==> src/rtl/snake_pkg.sv <==
// Shared definitions for the snake field bus: cell codes, directions and scanner states.
// Used by both the field writer and the scanner side.
package snake_pkg;

  localparam int CELL_W = 3;

  localparam logic [CELL_W-1:0] CELL_EMPTY = 3'd0;
  localparam logic [CELL_W-1:0] CELL_UP    = 3'd1;
  localparam logic [CELL_W-1:0] CELL_RIGHT = 3'd2;
  localparam logic [CELL_W-1:0] CELL_DOWN  = 3'd3;
  localparam logic [CELL_W-1:0] CELL_LEFT  = 3'd4;
  localparam logic [CELL_W-1:0] CELL_APPLE = 3'd5;

  typedef enum logic [1:0] {
    DIR_UP    = 2'd0,
    DIR_RIGHT = 2'd1,
    DIR_DOWN  = 2'd2,
    DIR_LEFT  = 2'd3
  } dir_e;

  typedef enum logic [1:0] {
    ST_IDLE = 2'd0,
    ST_SCAN = 2'd1,
    ST_DONE = 2'd2
  } scan_state_e;

endpackage

==> src/rtl/snake_cell_classify.sv <==
// Combinational cell-code classifier: snake body (1..4), apple (5), invalid (6/7).
module snake_cell_classify
  import snake_pkg::*;
(
  input  logic [CELL_W-1:0] code,
  output logic              is_body,
  output logic              is_apple,
  output logic              is_bad
);

  assign is_body  = (code >= CELL_UP) && (code <= CELL_LEFT);
  assign is_apple = (code == CELL_APPLE);
  assign is_bad   = (code > CELL_APPLE);

endmodule

==> src/rtl/snake_field_scanner.sv <==
// Snapshots the packed game field on request, streams it cell by cell in row-major order
// over valid/ready, and publishes per-frame snake/apple/invalid statistics.
//
// state | meaning
// IDLE  | waiting for frame_req; field snapshot taken on the accepting edge
// SCAN  | one beat per transfer, shadow register shifts right by one cell
// DONE  | single cycle, stats_valid pulse
module snake_field_scanner
  import snake_pkg::*;
#(
  parameter int unsigned SIZE_X     = 10,
  parameter int unsigned SIZE_Y     = 10,
  parameter int unsigned FIELD_SIZE = SIZE_X * SIZE_Y * CELL_W,
  parameter int unsigned XBITS      = $clog2(SIZE_X),
  parameter int unsigned YBITS      = $clog2(SIZE_Y),
  parameter int unsigned CBITS      = $clog2(SIZE_X * SIZE_Y + 1)
) (
  input  logic                  clk,
  input  logic                  rst,
  input  logic                  frame_req,
  input  logic [FIELD_SIZE-1:0] field,
  output logic                  busy,
  output logic                  out_valid,
  input  logic                  out_ready,
  output logic [XBITS-1:0]      out_x,
  output logic [YBITS-1:0]      out_y,
  output logic [CELL_W-1:0]     out_cell,
  output logic                  out_first,
  output logic                  out_last,
  output logic [CBITS-1:0]      snake_len,
  output logic [CBITS-1:0]      apple_cnt,
  output logic                  bad_cell,
  output logic                  stats_valid
);

  localparam logic [XBITS-1:0] XMAX = XBITS'(SIZE_X - 1);
  localparam logic [YBITS-1:0] YMAX = YBITS'(SIZE_Y - 1);

  scan_state_e state_q, state_d;

  logic [FIELD_SIZE-1:0] shadow_q, shadow_d;
  logic [XBITS-1:0]      x_q, x_d;
  logic [YBITS-1:0]      y_q, y_d;
  logic [CBITS-1:0]      len_acc_q, len_acc_d;
  logic [CBITS-1:0]      apple_acc_q, apple_acc_d;
  logic                  bad_acc_q, bad_acc_d;
  logic [CBITS-1:0]      snake_len_q, snake_len_d;
  logic [CBITS-1:0]      apple_cnt_q, apple_cnt_d;
  logic                  bad_cell_q, bad_cell_d;

  logic is_body, is_apple, is_bad;
  logic at_xmax, at_ymax, xfer;

  snake_cell_classify u_classify (
    .code     (shadow_q[CELL_W-1:0]),
    .is_body  (is_body),
    .is_apple (is_apple),
    .is_bad   (is_bad)
  );

  assign at_xmax = (x_q == XMAX);
  assign at_ymax = (y_q == YMAX);
  assign xfer    = out_valid & out_ready;

  always_ff @(posedge clk or posedge rst) begin
    if (rst) state_q <= ST_IDLE;
    else     state_q <= state_d;
  end

  always_comb begin
    state_d = state_q;
    case (state_q)
      ST_IDLE: if (frame_req) state_d = ST_SCAN;
      ST_SCAN: if (xfer && at_xmax && at_ymax) state_d = ST_DONE;
      ST_DONE: state_d = ST_IDLE;
      default: state_d = ST_IDLE;
    endcase
  end

  always_comb begin
    busy        = (state_q != ST_IDLE);
    out_valid   = (state_q == ST_SCAN);
    stats_valid = (state_q == ST_DONE);
  end

  always_comb begin
    shadow_d    = shadow_q;
    x_d         = x_q;
    y_d         = y_q;
    len_acc_d   = len_acc_q;
    apple_acc_d = apple_acc_q;
    bad_acc_d   = bad_acc_q;
    snake_len_d = snake_len_q;
    apple_cnt_d = apple_cnt_q;
    bad_cell_d  = bad_cell_q;
    if (state_q == ST_IDLE && frame_req) begin
      shadow_d    = field;
      x_d         = '0;
      y_d         = '0;
      len_acc_d   = '0;
      apple_acc_d = '0;
      bad_acc_d   = 1'b0;
    end else if (xfer) begin
      shadow_d    = {{CELL_W{1'b0}}, shadow_q[FIELD_SIZE-1:CELL_W]};
      x_d         = at_xmax ? '0 : x_q + XBITS'(1);
      y_d         = at_xmax ? (at_ymax ? '0 : y_q + YBITS'(1)) : y_q;
      len_acc_d   = len_acc_q + CBITS'(is_body);
      apple_acc_d = apple_acc_q + CBITS'(is_apple);
      bad_acc_d   = bad_acc_q | is_bad;
      // Published on the edge into DONE so the values are already stable during the pulse.
      if (at_xmax && at_ymax) begin
        snake_len_d = len_acc_d;
        apple_cnt_d = apple_acc_d;
        bad_cell_d  = bad_acc_d;
      end
    end
  end

  always_ff @(posedge clk or posedge rst) begin
    if (rst) begin
      shadow_q    <= '0;
      x_q         <= '0;
      y_q         <= '0;
      len_acc_q   <= '0;
      apple_acc_q <= '0;
      bad_acc_q   <= 1'b0;
      snake_len_q <= '0;
      apple_cnt_q <= '0;
      bad_cell_q  <= 1'b0;
    end else begin
      shadow_q    <= shadow_d;
      x_q         <= x_d;
      y_q         <= y_d;
      len_acc_q   <= len_acc_d;
      apple_acc_q <= apple_acc_d;
      bad_acc_q   <= bad_acc_d;
      snake_len_q <= snake_len_d;
      apple_cnt_q <= apple_cnt_d;
      bad_cell_q  <= bad_cell_d;
    end
  end

  assign out_x     = x_q;
  assign out_y     = y_q;
  assign out_cell  = shadow_q[CELL_W-1:0];
  assign out_first = out_valid & (x_q == '0) & (y_q == '0);
  assign out_last  = out_valid & at_xmax & at_ymax;
  assign snake_len = snake_len_q;
  assign apple_cnt = apple_cnt_q;
  assign bad_cell  = bad_cell_q;

endmodule
==> config.mk <==
export PLATFORM = sky130hd
export DESIGN_NAME = snake_field_scanner
export DESIGN_NICKNAME = d
export VERILOG_FILES = /design/src/rtl/snake_pkg.sv /design/src/rtl/snake_cell_classify.sv /design/src/rtl/snake_field_scanner.sv
export SDC_FILE = /design/constraint.sdc
export NUM_CORES = 1
export LEC_CHECK = 0
export ABC_AREA = 1
export CAP_MARGIN = 30
export CORE_UTILIZATION = 40
export DETAILED_ROUTE_END_ITERATION = 10
export PLACE_DENSITY = 0.76
export SETUP_SLACK_MARGIN = 0.3
export SLEW_MARGIN = 40
export SYNTH_ARGS = -nofsm -noshare
export SYNTH_HDL_FRONTEND = slang
export SYNTH_SLANG_ARGS = --single-unit
==> constraint.sdc <==
create_clock -name clk -period 31.3 [get_ports clk]
set_input_delay 4.695 -clock clk [delete_from_list [all_inputs] [get_ports clk]]
set_output_delay 4.695 -clock clk [all_outputs]
set_load 0.05 [all_outputs]
==> impl_results.md <==
* Max_cap viols at 0
* Clk Latency, worst-skew pair at 0.50 ns
* HPWL after DPL at 25.3 mm
* Netlist cell types at 22
* Hold EP: shadow_q[181]
* Setup bufs post-CTS at 0
* H-tree Lvls at 2
* GP Congestion at 0.814
* Port bufs at 334
* Final Hold Fails at 0
* Fraction of final layout cells with drive strength greater than 1 at 3.34%
* Reg clk slew, reported paths at 0.06 ns
* Worst path required time at 26.61 ns
* Post-synth top area share at 56.4%
* Synthesized instance count at 1852
* Multi-input gate area at 5780 um^2
* WP data arrival at 2.44 ns
* Die height at 196 um
* Vias/cell at 4.96
* Initial antenna violation count at 0
* Post-synth EDFFs at 0
* CTS Buffer Depth at 3
* Via count at 13200
* Largest net degree at the start of global routing at 137
* FP Rows at 70
* Die ar. at 38500 um^2
* Slew headroom at 46.4%
* Fill count at 3331
* Area leader, netlist: dfrtp_1
* Hold_sp: shadow_q[181]
* Sequential area share after synthesis at 56.4%
* IO Pins at 335
* Synthesized Nets at 2166
* Worst-margin pin slew at 0.804 ns
* Total power at 1380 uW
* CP startpoint kind: flip-flop
* Most frequent cells after synthesis: nand2_1, dfrtp_1, nand3_1
* Final WL at 38.9 mm
* GR Util All Layers at 20.0%
* Core area at 36900 um^2
* Total CTS buffers at 37
* Inserted Diodes at 0
* CTS tree: yes
* Leakage at 0.00933 uW
* Status: complete, no violations
* Reg2reg setup slack at 28.71 ns
* Yosys reg bits at 340
* Clock root cell: clkbuf_16
* Area contributors post-synth: dfrtp_1, nand2_1, nand3_1
* Power per cell area at 70.2 nW/um^2
* # DRC at 0
* YS warnings at 0
* Hold_ws at 0.479 ns
* P&R area growth vs syn at 30.6%
* VDD IR max at 0.0000326 V
* Number of DRC markers in iteration 0 at 969
* Fmax at 0.140 GHz
* Hold Path Stages at 2
* Post-DRT Antenna Nets at 0
* Synth async-reset ratio at 100%
* Pins Over Slew Limit at 0
* Initial Util at 40.9%
* RR Startpoint: state_q[1]
* Drt pass-1 iters at 5
* PostCTS Resize Cnt at 0
* Vias in the first global route at 12600
* Final setup violating endpoints at 0
* Fin util at 53.4%
* Synth Flop Type: dfrtp_1
* Critical path class: flip-flop to output port
* # nets final at 2442
* Final Cycle Share at 22.8%
* First-pass GRT wire length at 63.3 mm
* Mean post-synth cell area at 8.14 um^2
* Routed wire per std cell at 14.6 um
* Mapped Area at 15100 um^2
* Storage cell area at 8510 um^2
* Reg2Reg Capture Point: shadow_q[98]
* Clk sinks at 340
* Die X at 196 um
* Crit. End Element: output port
* Cell with the most instances after synthesis: nand2_1
* Reg2Reg Depth at 6
* GR Overflow Total at 0
* Worst Path Max Fanout at 5
* RSZ-0062 raised after global routing: false
* Worst min-delay path class: flip-flop to flip-flop
* Fin Setup TNS at 0 ns
* Tmin final at 7.14 ns
* Clk_skew at 0.0120 ns
* CTS Hold Buffers Added at 0
[area by class of cell]
type	count	area share [%]
clock buffer	57	5.54
sequential	340	43.2
timing repair buffer	343	17.5
inverter	32	0.788
tap	504	3.20
multi-input combinational	1374	29.4
clock inverter	7	0.432
[stage by stage]
step / worst slack [ns] / instance area, um^2 / std cells
finish: 24.16 / 19700 / 2657
global route: 24.06 / 19700 / 2657
CTS: 24.16 / 19700 / 2657
detailed placement: 24.03 / 18500 / 2593
global placement: 23.48 / 18500 / 2593
floorplan: 17.18 / 15100 / 1852
[power breakdown]
group | switching [uW] | internal [uW] | leakage (uW) | total, uW
Combinational | 166 | 129 | 0.00437 | 295
Clock | 170 | 255 | 0.000581 | 426
Sequential | 84.6 | 578 | 0.00438 | 662
[sequential cells by signal, indices dropped and copies added, names as in the netlist]
signal / count
apple_acc_q: 7
apple_cnt: 7
bad_acc_q: 1
bad_cell: 1
len_acc_q: 7
out_x: 4
out_y: 4
shadow_q: 300
snake_len: 7
state_q: 2
[cell usage in the layout (no fill, tap or decap)]
cell / synthesis / layout
inv_1: 29 / 27
clkdlybuf4s50_1: 0 / 334
nand2_1: 1002 / 1002
nand4_2: 1 / 1
clkbuf_1: 3 / 11
nor2_1: 8 / 8
buf_6: 13 / 8
inv_2: 1 / 1
nand4_1: 3 / 3
inv_8: 0 / 3
nor3_1: 2 / 2
nand3_4: 2 / 2
nor2_2: 1 / 1
nand3_1: 315 / 315
clkbuf_16: 0 / 37
nand2_4: 1 / 1
buf_4: 23 / 1
o211ai_1: 4 / 4
bufinv_16: 0 / 2
ha_1: 10 / 10
dfrtp_1: 340 / 340
clkinv_2: 0 / 5
xor2_1: 11 / 11
clkinv_8: 0 / 1
o21ai_0: 14 / 14
clkbuf_8: 0 / 9
[cells by family (layout without fill, tap and decap cells)]
logic type      Yosys count  after routing  share of synthesized area, %
compound gates           18             18                         0.664
xor+xnor                 11             11                         0.639
fa+ha+maj                10             10                         0.830
buf+inv                 138            439                          5.23
flops                   340            340                          56.4
simple gates           1335           1335                          36.2
[how the worst max path moves through the flow]
| stage | startpoint | endpoint | slack (ns) | depth (start not counted) |
|---|---|---|---|---|
| floorplan | rst | apple_acc_q[0] | 17.18 | 1 |
| global placement | rst | out_y[3] | 23.48 | 4 |
| detailed placement | rst | apple_acc_q[6] | 24.03 | 4 |
| CTS | out_x[1] | out_last | 24.16 | 5 |
| global route | out_x[1] | out_last | 24.06 | 5 |
| finish | out_x[1] | out_last | 24.16 | 5 |
[worst max-delay path: stages (launching register included)]
cell and delay (ns):
dfrtp_1 0.42, inv_1 0.12, ha_1 0.18, nand3_1 0.19
nor3_1 0.20, clkdlybuf4s50_1 0.84
[metal layers]
layer / share of wire, % / vias to the layer above / wire [um] / global-route usage [%]
li1: - / 6382 / - / -
met1: 44 / 6330 / 17300 / 27.9
met2: 47 / 405 / 18400 / 32.7
met3: 6.6 / 52 / 2550 / 3.37
met4: 1.7 / 0 / 652 / 4.51
met5: 0 / - / 0 / 0
Note: power is estimated with default switching activity, not from simulation.
==> RTL change 1, RTL diff (same flow settings) <==
Encoding of `scan_state_e`: now one-hot (3 bits for 3 states).
--- a/src/rtl/snake_pkg.sv
+++ b/src/rtl/snake_pkg.sv
@@ -19,8 +19,8 @@
   } dir_e;
 
-  typedef enum logic [1:0] {
-    ST_IDLE = 2'd0,
-    ST_SCAN = 2'd1,
-    ST_DONE = 2'd2
+  typedef enum logic [2:0] {
+    ST_IDLE = 3'b001,
+    ST_SCAN = 3'b010,
+    ST_DONE = 3'b100
   } scan_state_e;
 
Function: same outputs for any inputs over 4 cycles, from zero or initial values and one cycle with rst high; so few cycles prove little.
==> RTL change 1 against the original RTL <==
Non-clock buffer count grew 5; sequential share of layout area shrank 1.2 points; power grew 22%; fmax shrank 0.57%; wire length increased by 8.7%; worst setup slack got worse by 41 ps; cell area up 3.2%; synthesized area rose by 3.1%; sequential cell count rose by 1; combinational power is 68% higher.
==> RTL change 1: results (changes against the original RTL) <==
[status]
status=finished clean  ; unchanged

[synthesis]
synth.area.top_cells=dfrtp_1 (55%), nand3_1 (19%), nand2_1 (17%)  ; was dfrtp_1 (56%), nand2_1 (25%), nand3_1 (10%)
ys_types=27  ; was 22
synthMuxAreaShare_pct=0  ; unchanged
synth_xor_area_share_pct=0.6195  ; was 0.6389%
seq_area_frac_synth_pct=54.88  ; was 56.42%
yosys_most_used_dff=dfrtp_1  ; unchanged
synth_top_area_share_pct=54.71  ; was 56.42%
synth_commonest_cells=nand2_1 (688), nand3_1 (599), dfrtp_1 (340), buf_2 (92), inv_1 (39)  ; was nand2_1 (1002), dfrtp_1 (340), nand3_1 (315), buf_2 (67), inv_1 (29)
synth_compound_area_share_pct=1.006  ; was 0.6638%
synthArstFlopShare_pct=100.0  ; unchanged
syn_inst=1896  ; was 1852
synth_fa_ha_area_share_pct=0.8045  ; was 0.8297%
synthesis.nets=2210  ; was 2166

[pwr]
ir_worst_vdd_v=0.00003860  ; was 0.00003258 V
p_leak_nw=9.288  ; was 9.327 nW
power.density_nw_per_um2=82.98  ; was 70.23 nW/um^2

[grt]
grt_max_degree=134  ; was 137
antenna_found_initial=4  ; was 0
grt_pass1_vias=13320  ; was 12640
grt_pass1_wl_mm=67.70  ; was 63.30 mm
grt.total_usage_pct=21.06  ; was 20.00%

[clocking]
numCtsBuffers=39  ; was 37
cts_resized=0  ; unchanged
clockBufferDepth=3  ; unchanged
cts.clk_slew.worst_paths_ps=60  ; about the same
cts-root-buf=clkbuf_16  ; unchanged
clk_latency_ps=530  ; was 500 ps

[sta]
worstMarginPinSlew_ps=821.5  ; was 804.3 ps
setup_tns_ps=0  ; unchanged
clock_skew_ps=16.76  ; was 11.98 ps
setup_ws_ps=24120  ; was 24160 ps

[route]
vias_per_cell=5.208  ; was 4.956
drt-initial-drc-count=997  ; was 969
detail_route.first_pass.iterations=6  ; was 5
wl_mm=42.29  ; was 38.92 mm

[finish]
final_cells=2688  ; was 2657
nFillCells=3461  ; was 3331
nNetsFinal=2459  ; was 2442
drive_gt1_share_pct=4.050  ; was 3.344%
top_register=shadow_q  ; unchanged
largest_reg_flops=300  ; unchanged

[placement]
gp_congestion=0.8551  ; was 0.8138
dp.cells=2615  ; was 2593
placed_area_um2=19030  ; was 18510 um^2
portBuffers=334  ; unchanged
hpwl_mm=27.19  ; was 25.27 mm

[worst_setup_path]
slowest_stage=clkdlybuf4s50_1  ; unchanged
crit_arrival_ps=2490  ; was 2440 ps
worstPathMaxFanout=4  ; was 5
reg2reg_slack_ps=28160  ; was 28710 ps
critical-path-max-stage-delay_ps=850

[RTL change 1: cell count changes after synthesis, moves of 9 or more]
| cell | unedited run | this run |
|---|---|---|
| buf_1 | 0 | 9 |
| buf_2 | 67 | 92 |
| buf_6 | 13 | 1 |
| clkbuf_1 | 3 | 20 |
| inv_1 | 29 | 39 |
| nand2_1 | 1002 | 688 |
| nand3_1 | 315 | 599 |
| nor2_1 | 8 | 19 |
[RTL change 1: cell families after synthesis]
group	after synthesis
AO/OA/AOI/OAI	29
XOR/XNOR	11
adder cells (fa/ha/maj)	10
buffers and inverters	182
flip-flops	341
AND/OR/NAND/NOR	1323
[RTL change 1: worst paths after layout]
| check | startpoint | endpoint | cells after the start |
|---|---|---|---|
| worst min-delay path | apple_cnt[3] | apple_cnt[3] | 2 |
| max in group asynchronous | rst | len_acc_q[1] | 3 |
| worst max register to register | state_q[2] | snake_len[1] | 8 |
| worst min register to register | apple_cnt[3] | apple_cnt[3] | 2 |
| worst max-delay path | out_x[1] | out_last | 5 |
| min in group asynchronous | rst | shadow_q[3] | 2 |
[RTL change 1: worst reg2reg max path, stage by stage, from the launching register on]
cell and delay [ps]:
dfrtp_1 410, nor2_1 240, nand3_4 110, buf_12 280, buf_16 370, inv_8 550, nand2_1 750, nand2_1 210
o21ai_1 80
[RTL change 1: layout make-up]
cell class	instances	share of cell area [%]
Multi-Input combinational cell	1373	30.37
Timing Repair Buffer	348	17.32
Antenna cell	4	0.04923
Clock inverter	10	0.2892
Inverter	42	0.8739
Sequential cell	341	41.98
Tap cell	511	3.145
Clock buffer	59	5.970
[RTL change 1: report_power, final]
part	internal [mW]	total (mW)	leakage (nW)	switching [mW]
registers	0.633	0.743	4.28	0.110
logic	0.195	0.495	4.38	0.300
clock network	0.267	0.449	0.630	0.182
total	1.10	1.69	9.29	0.591
[RTL change 1: metal layers]
layer	global-route usage [%]	routed length (um)	vias to the layer above
met5	0	0	-
met4	8.462	1346	0
met3	3.139	2237	82
met2	33.38	20210	425
met1	28.92	18500	6746
li1	-	-	6747
[RTL change 1: per-stage QoR]
step                hold slack (ps)  power [mW]
floorplan                     449.2       1.100
global placement              463.6       1.218
detailed placement            469.8       1.248
CTS                           476.3       1.702
global route                  491.4       1.809
finish                        472.9       1.687
==> RTL change 2, RTL diff (same settings) <==
Made on the original files. `SIZE_Y`: 10 -> 12.
--- a/src/rtl/snake_field_scanner.sv
+++ b/src/rtl/snake_field_scanner.sv
@@ -10,5 +10,5 @@
 #(
   parameter int unsigned SIZE_X     = 10,
-  parameter int unsigned SIZE_Y     = 10,
+  parameter int unsigned SIZE_Y     = 12,
   parameter int unsigned FIELD_SIZE = SIZE_X * SIZE_Y * CELL_W,
   parameter int unsigned XBITS      = $clog2(SIZE_X),
Interface: changed (resized field); port bits go from 335 to 395. The function was not compared with the original's and may differ.
==> RTL change 2 against the original RTL <==
Die area increased by 17%; cell area increased by 18%; synthesized area increased by 17%; critical path depth unchanged; power decreased by 10%; worst hold slack got worse by 1.5 ps; critical path type unchanged; non-clock buffer count increased by 61; global-route usage increased by 0.80 points; critical endpoint unchanged; wire length increased by 22%; worst setup slack got worse by 59 ps; fmax decreased by 0.82%; via count increased by 19%; sequential cell count increased by 60.
==> RTL change 2: results (changes against the original RTL) <==
[pwr]
p_leak_nw=11.11  ; was 9.327 nW
clkPwrFrac_pct=41.5  ; was 30.8%
ir_worst_vdd_v=0.00003575  ; was 0.00003258 V

[finish]
multi_input_gates=1599  ; was 1374
bufAreaShareNonClock_pct=17.74  ; was 17.47%
inverters=36  ; was 32
drive_gt1_share_pct=3.182  ; was 3.344%
seq_share_pct=43.23  ; was 43.20%
seq_cells=400  ; was 340
multi_input_area_um2=6678  ; was 5783 um^2

[sta]
maxSlewHeadroom_pct=41.34  ; was 46.38%
final_period_minus_worst_setup_slack_ps=7199  ; was 7140 ps

[grt]
grt_pass1_vias=15240  ; was 12640
grt_use_met2_pct=32.66  ; was 32.67%
grt_pass1_wl_mm=76.00  ; was 63.30 mm

[route]
wl_met1_mm=20.25  ; was 17.31 mm
met3WireLength_mm=4.031  ; was 2.554 mm
drt-initial-drc-count=1621  ; was 969
wl_met2_mm=21.88  ; was 18.40 mm
detail_route.first_pass.iterations=7  ; was 5
via_count=15620  ; was 13170

[worst_setup_path]
reg2reg_from=state_q[0]  ; was state_q[1]
reg2reg_slack_ps=28330  ; was 28710 ps
worstRegToRegCells=7  ; was 6

[placement]
hpwl_mm=30.97  ; was 25.27 mm
portBuffers=394  ; was 334

[synthesis]
seq_area_frac_synth_pct=56.59  ; was 56.42%
ys_types=21  ; was 22

[clocking]
clk_latency_ps=550  ; was 500 ps

[status]
status=finished clean  ; unchanged

[hold_path]
holdCritStartpoint=shadow_q[298]  ; was shadow_q[181]
holdPathEnd=shadow_q[298]  ; was shadow_q[181]

## RTL change 2: logic make-up after synthesis
group / Yosys count / share of synthesized area (%)
AND/OR/NAND/NOR: 1546 / 35.58
flip-flops: 400 / 56.59
buffers and inverters: 164 / 5.666
AO/OA/AOI/OAI: 34 / 1.033
XOR/XNOR: 10 / 0.4952
adder cells (fa/ha/maj): 9 / 0.6366
## RTL change 2: worst max-delay path by stage
stage | from | to | depth (start not counted)
floorplan | rst | apple_acc_q[0] | 1
global placement | frame_req | shadow_q[261] | 7
detailed placement | frame_req | shadow_q[83] | 7
CTS | out_x[1] | out_last | 5
global route | out_x[1] | out_last | 5
finish | out_x[1] | out_last | 5
## RTL change 2: stage by stage
step	instance area, um^2	total power [mW]	std cells
CTS	23080	1.250	3097
global route	23150	1.288	3101
global placement	21610	0.7268	3022
detailed placement	21650	0.7324	3022
floorplan	17690	0.6581	2163
finish	23150	1.238	3104
